$ cat src/rtl/hash_pipe_arbiter.sv
// Round-robin arbiter sharing one fixed-latency hash pipeline between
// NUM_REQ requesters, with tag tracking, pause/drain and tag checking.
// Ports:
//   clk, rst_n                 clock, async active-low reset
//   req_valid/req_addr/req_ready   requester side (ready is a one-hot grant)
//   hash_in_valid/hash_in_addr     issue to hash unit
//   hash_out_valid/hash_out_addr   results from hash unit
//   resp_valid/resp_addr           one-hot result strobe and address
//   pause_req/paused               quiesce control
//   inflight                       accepted-but-not-responded count
//   tag_err                        sticky tag/address mismatch
module hash_pipe_arbiter #(
   parameter int NUM_REQ      = 2,
   parameter int ADDR_SIZE    = 22,
   parameter int HASH_LATENCY = 6,
   parameter int REQ_ID_SIZE  = (NUM_REQ > 1) ? $clog2(NUM_REQ) : 1,
   parameter int CNT_W        = $clog2(HASH_LATENCY + 3) + 1
) (
   input  logic                         clk,
   input  logic                         rst_n,
   input  logic [NUM_REQ-1:0]           req_valid,
   input  logic [NUM_REQ*ADDR_SIZE-1:0] req_addr,
   output logic [NUM_REQ-1:0]           req_ready,
   output logic                         hash_in_valid,
   output logic [ADDR_SIZE-1:0]         hash_in_addr,
   input  logic                         hash_out_valid,
   input  logic [ADDR_SIZE-1:0]         hash_out_addr,
   output logic [NUM_REQ-1:0]           resp_valid,
   output logic [ADDR_SIZE-1:0]         resp_addr,
   input  logic                         pause_req,
   output logic                         paused,
   output logic [CNT_W-1:0]             inflight,
   output logic                         tag_err
);

   typedef enum logic [1:0] {RUN, DRAIN, PAUSED} state_t;

   state_t                   state, state_d;
   logic [REQ_ID_SIZE-1:0]   rr_ptr;
   logic [REQ_ID_SIZE-1:0]   gnt_id;
   logic [ADDR_SIZE-1:0]     gnt_addr;
   logic                     hs;
   logic [REQ_ID_SIZE-1:0]   iss_id;

   logic                     tag_v  [HASH_LATENCY];
   logic [REQ_ID_SIZE-1:0]   tag_id [HASH_LATENCY];
   logic [ADDR_SIZE-1:0]     tag_a  [HASH_LATENCY];

   logic                     tail_v;
   logic [REQ_ID_SIZE-1:0]   tail_id;
   logic [ADDR_SIZE-1:0]     tail_a;

   assign tail_v  = tag_v[HASH_LATENCY-1];
   assign tail_id = tag_id[HASH_LATENCY-1];
   assign tail_a  = tag_a[HASH_LATENCY-1];

   // Scan from rr_ptr upward; rst_n gating keeps ready low in reset.
   always_comb begin
      int  idx;
      logic found;
      req_ready = '0;
      gnt_id    = '0;
      gnt_addr  = '0;
      found     = 1'b0;
      idx       = 0;
      if (rst_n && state == RUN && !pause_req) begin
         for (int k = 0; k < NUM_REQ; k++) begin
            idx = (int'(rr_ptr) + k) % NUM_REQ;
            if (!found && req_valid[idx]) begin
               found          = 1'b1;
               req_ready[idx] = 1'b1;
               gnt_id         = REQ_ID_SIZE'(idx);
               gnt_addr       = req_addr[idx*ADDR_SIZE +: ADDR_SIZE];
            end
         end
      end
   end

   assign hs = |(req_ready & req_valid);

   always_comb begin
      state_d = state;
      unique case (state)
         RUN:    if (pause_req) state_d = DRAIN;
         DRAIN:  if (!pause_req) state_d = RUN;
                 else if (inflight == '0) state_d = PAUSED;
         PAUSED: if (!pause_req) state_d = RUN;
         default: state_d = RUN;
      endcase
   end

   always_ff @(posedge clk or negedge rst_n) begin
      if (!rst_n) begin
         state         <= RUN;
         paused        <= 1'b0;
         rr_ptr        <= '0;
         hash_in_valid <= 1'b0;
         hash_in_addr  <= '0;
         iss_id        <= '0;
      end else begin
         state         <= state_d;
         paused        <= (state_d == PAUSED);
         hash_in_valid <= hs;
         if (hs) begin
            rr_ptr       <= REQ_ID_SIZE'((int'(gnt_id) + 1) % NUM_REQ);
            hash_in_addr <= gnt_addr;
            iss_id       <= gnt_id;
         end
      end
   end

   // Fed from the issue registers so the tail lines up with hash_out_valid.
   always_ff @(posedge clk or negedge rst_n) begin
      if (!rst_n) begin
         for (int i = 0; i < HASH_LATENCY; i++) begin
            tag_v[i]  <= 1'b0;
            tag_id[i] <= '0;
            tag_a[i]  <= '0;
         end
      end else begin
         tag_v[0]  <= hash_in_valid;
         tag_id[0] <= iss_id;
         tag_a[0]  <= hash_in_addr;
         for (int i = 1; i < HASH_LATENCY; i++) begin
            tag_v[i]  <= tag_v[i-1];
            tag_id[i] <= tag_id[i-1];
            tag_a[i]  <= tag_a[i-1];
         end
      end
   end

   always_ff @(posedge clk or negedge rst_n) begin
      if (!rst_n) begin
         resp_valid <= '0;
         resp_addr  <= '0;
         tag_err    <= 1'b0;
         inflight   <= '0;
      end else begin
         resp_valid <= '0;
         if (hash_out_valid && tail_v) begin
            resp_valid <= NUM_REQ'(1) << tail_id;
            resp_addr  <= hash_out_addr;
         end
         if ((tail_v != hash_out_valid) ||
             (tail_v && hash_out_valid && tail_a != hash_out_addr))
            tag_err <= 1'b1;
         unique case ({hs, |resp_valid})
            2'b10:   inflight <= inflight + 1'b1;
            2'b01:   inflight <= inflight - 1'b1;
            default: inflight <= inflight;
         endcase
      end
   end

endmodule

$ cat config.mk
export PLATFORM = sky130hd
export DESIGN_NAME = hash_pipe_arbiter
export DESIGN_NICKNAME = d
export VERILOG_FILES = /design/src/rtl/hash_pipe_arbiter.sv
export SDC_FILE = /design/constraint.sdc
export NUM_CORES = 1
export LEC_CHECK = 0
export BUFFER_PORTS_ARGS = -buffer_cell sky130_fd_sc_hd__buf_2
export CORE_MARGIN = 3
export CORE_UTILIZATION = 50
export DETAILED_ROUTE_END_ITERATION = 16
export PLACE_DENSITY = 0.78
export RECOVER_POWER = 25
export SLEW_MARGIN = 25
export SYNTH_ARGS = -nofsm -noshare
export SYNTH_HDL_FRONTEND = slang
export SYNTH_SLANG_ARGS = --single-unit
$ cat constraint.sdc
create_clock -name clk -period 4.03 [get_ports clk]
set_clock_uncertainty 0.05 [all_clocks]
set_input_delay 0.2015 -clock clk [delete_from_list [all_inputs] [get_ports clk]]
set_output_delay 0.2015 -clock clk [all_outputs]
set_load 0.01 [all_outputs]
==> results.sh, run 1 <==
export IMPL_status="finished clean"
export IMPL_globalRouteTotalUtil_pct=17.13
export IMPL_cts_tree="done"
export IMPL_cts_sinks=202
export IMPL_grt_pass1_wl_mm=19.79
export IMPL_synth_compound_area_share_pct=4.584
export IMPL_grt_overflow_total=0
export IMPL_ys_flop_type="dfrtp_1"
export IMPL_avgRoutedWirePerCell_um=15.27
export IMPL_syn_area_per_cell_um2=16.74
export IMPL_dieArea_um2=14110
export IMPL_fillCellCount=797
export IMPL_maxCapViolCount=0
export IMPL_place_congestion=0.7896
export IMPL_ant_nets=0
export IMPL_grt_antenna_before_repair=0
export IMPL_grt_max_degree=161
export IMPL_required_ns=4.33
export IMPL_wl_mm=11.76
export IMPL_place_area_um2=7161
export IMPL_timing_final_crit_share_pct=83.52
export IMPL_p_leak_nw=4.052
export IMPL_power_density_nw_per_um2=714.1
export IMPL_synth_edff_count=0
export IMPL_setup_violations=0
export IMPL_antenna_cells=0
export IMPL_end_kind="register"
export IMPL_vias=3752
export IMPL_ys_ff_latch=202
export IMPL_synth_mux_area_share_pct=4.210
export IMPL_finalInstanceArea_um2=8547
export IMPL_vdd_drop_max_v=0.0004320
export IMPL_synthXorXnorAreaFrac_pct=3.581
export IMPL_drt_iter0_markers=142
export IMPL_clockBufferDepth=3
export IMPL_start_util_pct=52.08
export IMPL_first_global_vias=4130
export IMPL_yosysSeqAreaShare_pct=79.48
export IMPL_layout_drive_gt1_share_pct=32.39
export IMPL_port_buffers=127
export IMPL_synth_fa_ha_area_share_pct=1.298
export IMPL_final_max_slew_viol_count=0
export IMPL_crit_fanout=44
export IMPL_yosys_warnings=0
export IMPL_hpwl_mm=6.583
export IMPL_worstSetupPathType="input pin to register"
export IMPL_cts_root_buf="clkbuf_16"
export IMPL_mappedNetlistArea_um2=6360
export IMPL_clkTransAtPathRegs_ns=0.06
export IMPL_p_total_w=0.006103
export IMPL_fin_cells=770
export IMPL_clk_latency_ns=0.46
export IMPL_yosys_area_share_simple_pct=5.272
export IMPL_min_period_ns=3.366
export IMPL_postCtsSetupBuffers=0
export IMPL_syn_to_final_growth_pct=34.39
export IMPL_nets=666
export IMPL_synthArstFlopShare_pct=100.0
export IMPL_dieWidth_um=118.8
export IMPL_dr_pass1_iters=4
export IMPL_cts_buffers=20
export IMPL_worst_slew_pin_slew_ns=0.9814
export IMPL_htree_num_levels=1
export IMPL_relSlewSlack_pct=34.58
export IMPL_setup_worst_path_start_class="input pin"
export IMPL_syn_nets=458
export IMPL_rsz0062_at_grt="false"
export IMPL_max_freq_mhz=297.1
export IMPL_ctsResizeCount=0
export IMPL_io_pins=128
export IMPL_worstPathArrival_ns=3.66
export IMPL_cts_hold_buf=69
export IMPL_syn_instance_count=380
export IMPL_routed_via_density=4.873
export IMPL_synth_top_family_by_area="simple AND/OR/NAND/NOR gates"
export IMPL_die_y_um=118.8
export IMPL_dp_cells=665
export IMPL_netlist_cell_type_count=35
export IMPL_coreArea_um2=12210
export IMPL_finalSetupTns_ns=0
export IMPL_hold_class="input pin to register"
export IMPL_rows=40
export IMPL_drc=0
export IMPL_finalHoldViolCount=0
[cell type report]
class                           instances  area (um^2)  share of cell area [%]
Sequential cell                       202         5055                   59.14
Timing Repair Buffer                  197         1355                   15.85
Multi-Input combinational cell        160         1212                   14.19
Clock buffer                           30        619.3                   7.246
Tap cell                              168        210.2                   2.459
Clock inverter                          6        68.82                  0.8052
Inverter                                7        26.28                  0.3074
[routing by layer]
layer	track usage [%]	share of wire [%]	vias up
li1	-	-	1701
met1	20.75	39	1867
met2	30.52	52	155
met3	3.110	5.6	29
met4	6.589	2.7	0
met5	0	0	-
[stage by stage]
step	setup slack, ns	hold slack, ns	util (%)
2_1_floorplan	1.368	-0.1441	-
3_3_place_gp	1.009	0.08817	58.64
3_5_place_dp	0.7956	0.09969	58.64
5_1_grt	0.5013	0.1034	69.99
4_1_cts	0.6753	0.01674	69.93
6_report	0.6641	0.1067	69.99
[layout by cell type, fill, tap and decap left out, types with 7 or more instances in the layout]
| cell | n |
|---|---|
| xnor2_1 | 11 |
| nor2_1 | 30 |
| a221oi_1 | 12 |
| dlygate4sd3_1 | 69 |
| clkbuf_8 | 7 |
| nand2_1 | 16 |
| buf_2 | 126 |
| mux2_2 | 22 |
| clkbuf_16 | 21 |
| xor2_1 | 15 |
| a22oi_1 | 7 |
| dfrtp_1 | 202 |
[worst paths after layout]
kind / from / to / slack (ns) / cells after the start
setup / recovery: rst_n / inflight[4] / 0.66 / 11
hold / removal: req_valid[0] / rr_ptr / 0.11 / 3
setup reg to reg: state[1] / inflight[4] / 0.88 / 9
hold reg to reg: tag_a[71] / tag_a[49] / 0.29 / 0
max in group asynchronous: rst_n / state[0] / 2.64 / 3
min in group asynchronous: rst_n / tail_a[21] / 0.19 / 2
[sequential cells by signal, indices dropped and copies added (netlist names)]
name and flops:
hash_in_valid 1, tag_a 110, rr_ptr 1, paused 1, tag_err 1, tag_v 5, tail_v 1, tag_id 5
hash_in_addr 22, resp_valid 2, tail_a 22, iss_id 1, state 2, tail_id 1, inflight 5, resp_addr 22
[kinds of logic (layout without fill, tap and decap cells)]
logic type / count (synthesis) / after routing
compound gates: 35 / 35
xor+xnor: 26 / 26
fa+ha+maj: 6 / 6
buf+inv: 18 / 240
flops: 202 / 202
mux: 24 / 24
simple gates: 69 / 69
[worst max-delay path, stage by stage]
cell and delay (ns):
dlygate4sd3_1 0.55, clkbuf_8 0.35, nor4b_4 0.41, o21ai_4 0.29, ha_1 0.34, ha_1 0.33
nor2b_1 0.15, o21ai_0 0.33, a21oi_1 0.16, or3b_1 0.39, xnor2_1 0.14
[synth_stat cells, drive strengths merged (3+ instances only)]
cell	count	area, um^2
a221oi	15	150.1
nand3	3	15.01
a21oi	3	15.01
ha	5	62.56
xnor2	11	96.34
nor2	30	112.6
o21ai	4	23.77
nor4	4	25.02
and2	5	33.78
nor3	3	15.01
mux2	22	247.7
buf	9	66.31
inv	7	26.27
nand2	16	60.06
a22oi	7	52.55
xor2	15	131.4
dfrtp	202	5055
[where the power goes]
group	switching [W]	leakage, nW	internal, W
combinational	0.000506	1.33	0.000474
clock	0.000703	0.338	0.00113
sequential	0.000369	2.38	0.00292
total	0.00158	4.05	0.00453
(Power assumes the default switching activity.)
==> run 2: changes to the inputs <==
--- a/config.mk
+++ b/config.mk
@@ -7,7 +7,7 @@
 export LEC_CHECK = 0
 export BUFFER_PORTS_ARGS = -buffer_cell sky130_fd_sc_hd__buf_2
 export CORE_MARGIN = 3
-export CORE_UTILIZATION = 50
+export CORE_UTILIZATION = 48
 export DETAILED_ROUTE_END_ITERATION = 16
 export PLACE_DENSITY = 0.78
 export RECOVER_POWER = 25
==> constraint.sdc (replaced) <==
create_clock -name clk -period 2.9 [get_ports clk]
set_clock_uncertainty 0.05 [all_clocks]
set_input_delay 0.145 -clock clk [delete_from_list [all_inputs] [get_ports clk]]
set_output_delay 0.145 -clock clk [all_outputs]
set_load 0.01 [all_outputs]
==> results.sh, run 2 (synthesized netlist as in run 1, its figures left out) <==
export IMPL_status="finished clean"
export IMPL_timing_final_crit_share_pct=95.04
export IMPL_fillCellCount=868
export IMPL_hold_end="tag_err"
export IMPL_rsz0062_at_grt="false"
export IMPL_clockBufferDepth=3
export IMPL_die_y_um=121.1
export IMPL_syn_to_final_growth_pct=35.20
export IMPL_worstPathArrival_ns=3.06
export IMPL_vdd_drop_max_v=0.0005650
export IMPL_cts_buffers=20
export IMPL_hold_path_startpoint="hash_out_valid"
export IMPL_finalSetupTns_ns=0
export IMPL_postCtsSetupBuffers=0
export IMPL_finalHoldViolCount=0
export IMPL_maxCapViolCount=0
export IMPL_min_delay_path_depth=4
export IMPL_place_congestion=0.7863
export IMPL_grt_pass1_wl_mm=19.38
export IMPL_netSwitchingPower_w=0.002182
export IMPL_routed_via_density=4.726
export IMPL_cts_tree="done"
export IMPL_worstRegToRegCells=9
export IMPL_setup_worst_path_start_class="register"
export IMPL_final_common_cell="dfrtp_1"
export IMPL_power_density_nw_per_um2=996.7
export IMPL_avgRoutedWirePerCell_um=15.04
export IMPL_multi_input_area_um2=1207
export IMPL_antenna_cells=0
export IMPL_largest_register="tag_a"
export IMPL_grt_antenna_before_repair=0
export IMPL_rows=41
export IMPL_globalRouteTotalUtil_pct=16.32
export IMPL_crit_fanout=5
export IMPL_combinationalPowerShare_pct=16.0
export IMPL_start_util_pct=49.79
export IMPL_required_ns=3.20
export IMPL_clockPowerShare_pct=30.8
export IMPL_worst_slew_pin_slew_ns=0.8944
export IMPL_first_global_vias=4077
export IMPL_drt_iter0_markers=142
export IMPL_vias=3686
export IMPL_largest_reg_flops=110
export IMPL_nets=672
export IMPL_hold_class="input pin to register"
export IMPL_dieArea_um2=14670
export IMPL_coreArea_um2=12770
export IMPL_seqCellArea_um2=5055
export IMPL_final_cell_mix="dfrtp_1 (202), buf_2 (126), dlygate4sd3_1 (70)"
export IMPL_power_frac_seq_pct=53.2
export IMPL_hold_slack_ns=0.1019
export IMPL_port_buffers=127
export IMPL_io_pins=128
export IMPL_hpwl_mm=6.813
export IMPL_setup_violations=0
export IMPL_ant_nets=0
export IMPL_end_kind="register"
export IMPL_relSlewSlack_pct=40.37
export IMPL_htree_num_levels=1
export IMPL_worstSetupPathType="register to register"
export IMPL_dieWidth_um=121.1
export IMPL_min_period_ns=2.756
export IMPL_max_freq_mhz=362.8
export IMPL_p_leak_nw=4.086
export IMPL_r2r_slack_ns=0.14
export IMPL_layout_drive_gt1_share_pct=33.39
export IMPL_drc=0
export IMPL_cts_sinks=202
export IMPL_timing_rr_start="state[1]"
export IMPL_grt_max_degree=78
export IMPL_p_int_w=0.006388
export IMPL_r2r_end="inflight[4]"
export IMPL_final_util_pct=67.31
export IMPL_p_sw_share_pct=25.46
export IMPL_clkTransAtPathRegs_ns=0.06
export IMPL_cts_root_buf="clkbuf_16"
export IMPL_clk_latency_ns=0.46
export IMPL_dr_pass1_iters=4
export IMPL_grt_overflow_total=0
export IMPL_wl_mm=11.73
export IMPL_final_max_slew_viol_count=0
==> run 2: cell types whose count changed in the layout (fill, tap and decap cells not counted), moves of 2 or more <==
cell	previous run	this run
clkinv_2	3	7
bufinv_16	1	3
clkbuf_1	3	1
buf_4	0	6
clkbuf_8	7	3
==> run 2: through the flow <==
| step | setup WS [ns] | std cells | cell area [um^2] | power, W |
|---|---|---|---|---|
| floorplan | 0.2378 | 380 | 6360 | 0.005190 |
| global placement | 0.3684 | 674 | 7192 | 0.005765 |
| detailed placement | 0.2104 | 674 | 7192 | 0.005869 |
| CTS | 0.1996 | 780 | 8596 | 0.008641 |
| global route | 0.004618 | 780 | 8598 | 0.009043 |
| finish | 0.1437 | 780 | 8598 | 0.008570 |
==> run 2: worst max path at each step <==
| stage | start | to | slack, ns | depth (start not counted) |
|---|---|---|---|---|
| after floorplan | state[1] | inflight[4] | 0.24 | 10 |
| after global placement | state[1] | inflight[4] | 0.37 | 9 |
| after detailed placement | state[1] | inflight[4] | 0.21 | 9 |
| after CTS | state[1] | inflight[4] | 0.20 | 9 |
| after global routing | state[1] | inflight[4] | 0.005 | 9 |
| final | state[1] | inflight[4] | 0.14 | 9 |
==> run 2: final cells by class <==
type / instances / area share (%)
multi-input combinational: 160 / 14.04
tap: 172 / 2.503
clock inverter: 11 / 1.542
inverter: 7 / 0.3056
sequential: 202 / 58.79
timing repair buffer: 203 / 16.18
clock buffer: 25 / 6.636
==> run 2: power by group through the flow <==
| stage | Combinational (W) | Sequential [W] | Clock (W) |
|---|---|---|---|
| global route | 0.00150 | 0.00471 | 0.00283 |
| floorplan | 0.000561 | 0.00463 | 0 |
| finish | 0.00137 | 0.00456 | 0.00264 |
| CTS | 0.00136 | 0.00457 | 0.00272 |
| detailed placement | 0.00126 | 0.00461 | 0 |
| global placement | 0.00122 | 0.00455 | 0 |
==> run 2: worst max-delay path: stages (launching register included) <==
cell and delay (ns):
dfrtp_1 0.43, nor4b_4 0.39, o21ai_2 0.12, ha_1 0.27, ha_1 0.34, nor2b_1 0.14, o21ai_0 0.27, a21oi_1 0.12
or3b_1 0.38, xnor2_1 0.13
==> run 2: metal layers <==
metal | wire length (um) | global-route usage (%) | share of wire [%] | up-vias
li1 | - | - | - | 1705
met1 | 4891 | 20.77 | 42 | 1804
met2 | 5817 | 28.20 | 50 | 151
met3 | 742 | 3.497 | 6.3 | 26
met4 | 281 | 5.028 | 2.4 | 0
met5 | 0 | 0 | 0 | -
==> run 2: what timing repair did <==
item | CTS | global route
endpoints found under the hold margin | 99 | 0
hold buffers | 70 | 0
resized for setup | 0 | 0
setup endpoints to repair | 0 | 0
==> run 3: changes to the inputs <==
==> config.mk (replaced) <==
export PLATFORM = sky130hd
export DESIGN_NAME = hash_pipe_arbiter
export DESIGN_NICKNAME = d
export VERILOG_FILES = /design/src/rtl/hash_pipe_arbiter.sv
export SDC_FILE = /design/constraint.sdc
export NUM_CORES = 1
export LEC_CHECK = 0
export CORE_MARGIN = 3
export CORE_UTILIZATION = 50
export DETAILED_ROUTE_END_ITERATION = 16
export DONT_BUFFER_PORTS = 1
export PLACE_DENSITY = 0.72
export RECOVER_POWER = 100
export SLEW_MARGIN = 25
export SYNTH_ARGS = -nofsm -noshare
export SYNTH_HDL_FRONTEND = slang
export SYNTH_SLANG_ARGS = --single-unit
==> results.sh, run 3 (synthesized netlist as in run 1, its figures left out) <==
export IMPL_worstPathArrival_ns=2.98
export IMPL_hold_class="input pin to asynchronous set/reset pin"
export IMPL_grt_pass1_wl_mm=17.88
export IMPL_clk_latency_ns=0.47
export IMPL_drc=0
export IMPL_htree_num_levels=1
export IMPL_ant_nets=0
export IMPL_grt_max_degree=204
export IMPL_dr_pass1_iters=4
export IMPL_fin_ws_ns=0.2277
export IMPL_rsz0062_at_grt="false"
export IMPL_relSlewSlack_pct=33.56
export IMPL_final_common_cell="dfrtp_1"
export IMPL_dieWidth_um=118.8
export IMPL_clockPowerShare_pct=32.8
export IMPL_seqCellArea_um2=5055
export IMPL_postCtsSetupBuffers=0
export IMPL_vdd_drop_max_v=0.0005346
export IMPL_antenna_cells=0
export IMPL_crit_chain="nor4b_4, o21ai_2, ha_1, ha_1, nor2b_1, o21ai_1, a21oi_1, or3b_1, xnor2_1"
export IMPL_fillCellCount=859
export IMPL_cts_tree="done"
export IMPL_worst_slew_pin_slew_ns=0.9966
export IMPL_cts_sinks=202
export IMPL_port_buffers=0
export IMPL_setup_worst_path_start_class="register"
export IMPL_clkTransAtPathRegs_ns=0.06
export IMPL_power_density_nw_per_um2=1039
export IMPL_grt_overflow_total=0
export IMPL_die_y_um=118.8
export IMPL_p_sw_share_pct=24.72
export IMPL_largest_reg_flops=110
export IMPL_min_period_ns=2.672
export IMPL_grt_antenna_before_repair=0
export IMPL_multi_input_area_um2=1191
export IMPL_failed_checks="negative hold slack"
export IMPL_syn_to_final_growth_pct=24.57
export IMPL_clockBufferDepth=3
export IMPL_finalSetupTns_ns=0
export IMPL_p_int_w=0.006199
export IMPL_cp_top_family="simple AND/OR/NAND/NOR gates"
export IMPL_rows=40
export IMPL_required_ns=3.20
export IMPL_final_util_pct=64.88
export IMPL_finalHoldViolCount=202
export IMPL_p_total_w=0.008234
export IMPL_hold_slack_ns=-0.6788
export IMPL_cp_buffers_inverters=0
export IMPL_maxCapViolCount=0
export IMPL_cts_buffers=20
export IMPL_crit_fanout=5
export IMPL_start_util_pct=52.08
export IMPL_coreArea_um2=12210
export IMPL_max_freq_mhz=374.2
export IMPL_place_congestion=0.7169
export IMPL_globalRouteTotalUtil_pct=15.50
export IMPL_power_frac_seq_pct=57.9
export IMPL_cp_slowest_cell="dfrtp_1"
export IMPL_status="complete, but fails checks"
export IMPL_routed_via_density=4.992
export IMPL_cp_common_cell="ha_1"
export IMPL_first_global_vias=3574
export IMPL_layout_drive_gt1_share_pct=13.81
export IMPL_cts_root_buf="clkbuf_16"
export IMPL_final_cell_mix="dfrtp_1 (202), dlygate4sd3_1 (70), nor2_1 (30)"
export IMPL_hpwl_mm=6.018
export IMPL_io_pins=128
export IMPL_timing_final_crit_share_pct=92.15
export IMPL_end_kind="register"
export IMPL_final_max_slew_viol_count=0
export IMPL_wl_mm=10.76
export IMPL_cts_hold_buf=70
export IMPL_dieArea_um2=14110
export IMPL_netSwitchingPower_w=0.002035
export IMPL_combinationalPowerShare_pct=9.3
export IMPL_setup_violations=0
export IMPL_vias=3225
export IMPL_nets=542
export IMPL_p_leak_nw=3.548
export IMPL_largest_register="tag_a"
export IMPL_place_ws_ns=0.2070
export IMPL_worstSetupPathType="register to register"
export IMPL_avgRoutedWirePerCell_um=16.65
export IMPL_drt_iter0_markers=212
export IMPL_max_stage_delay_ns=0.43
## run 3: changes by cell type in the layout (fill, tap and decap cells not counted), moves of 2 or more
| cell | change |
|---|---|
| clkinv_2 | -4 |
| clkbuf_1 | +2 |
| clkbuf_8 | +2 |
| a221oi_2 | -2 |
| a221oi_1 | +2 |
| buf_4 | -5 |
| buf_2 | -126 |
| and2_1 | -2 |
| and2_0 | +3 |
## run 3: cell type report
class	count	share of cell area, %
clock buffers	28	7.596
well taps	168	2.653
clock inverters	8	1.532
flip-flops and latches	202	63.80
inverters	7	0.3316
repair buffers	73	9.049
multi-input cells	160	15.03
## run 3: worst register-to-register path: stages (launching register included)
cell,delay [ns]
dfrtp_1,0.43
nor4b_4,0.40
o21ai_2,0.12
ha_1,0.28
ha_1,0.34
nor2b_1,0.17
o21ai_1,0.19
a21oi_1,0.10
or3b_1,0.36
xnor2_1,0.13
## run 3: per-layer routing
metal	up-vias	track usage, %	part of all wire, %
li1	1443	-	-
met1	1596	19.37	41
met2	167	25.75	48
met3	19	5.120	8.8
met4	0	4.924	2.3
met5	-	0	0
## run 3: per-stage QoR
step | instances | cell area [um^2]
after floorplan | 380 | 6360
after global placement | 540 | 6519
after detailed placement | 540 | 6519
after CTS | 646 | 7943
after global routing | 646 | 7923
final | 646 | 7923
## run 3: power by group through the flow
| stage | clock network, W | registers [W] | logic, W |
|---|---|---|---|
| finish | 0.00270 | 0.00477 | 0.000767 |
| global route | 0.00290 | 0.00491 | 0.000854 |
| CTS | 0.00277 | 0.00480 | 0.000757 |
| detailed placement | 0 | 0.00484 | 0.000662 |
| global placement | 0 | 0.00478 | 0.000608 |
| floorplan | 0 | 0.00463 | 0.000561 |
## run 3: timing repair
action | 4_1_cts | 5_1_grt
resized for setup | 0 | 1
hold endpoints to repair | 251 | 202
setup endpoints to repair | 0 | 1
## run 3: worst paths after layout
path	startpoint	end	slack, ns	cells after the start
max	state[1]	inflight[4]	0.23	9
min	rst_n	resp_addr[21]	-0.68	0
max reg2reg	state[1]	inflight[4]	0.23	9
min reg2reg	tag_a[54]	tag_a[32]	0.29	0
max in group asynchronous	rst_n	tail_a[18]	3.22	0
min in group clk	hash_out_addr[6]	tag_err	0.02	4
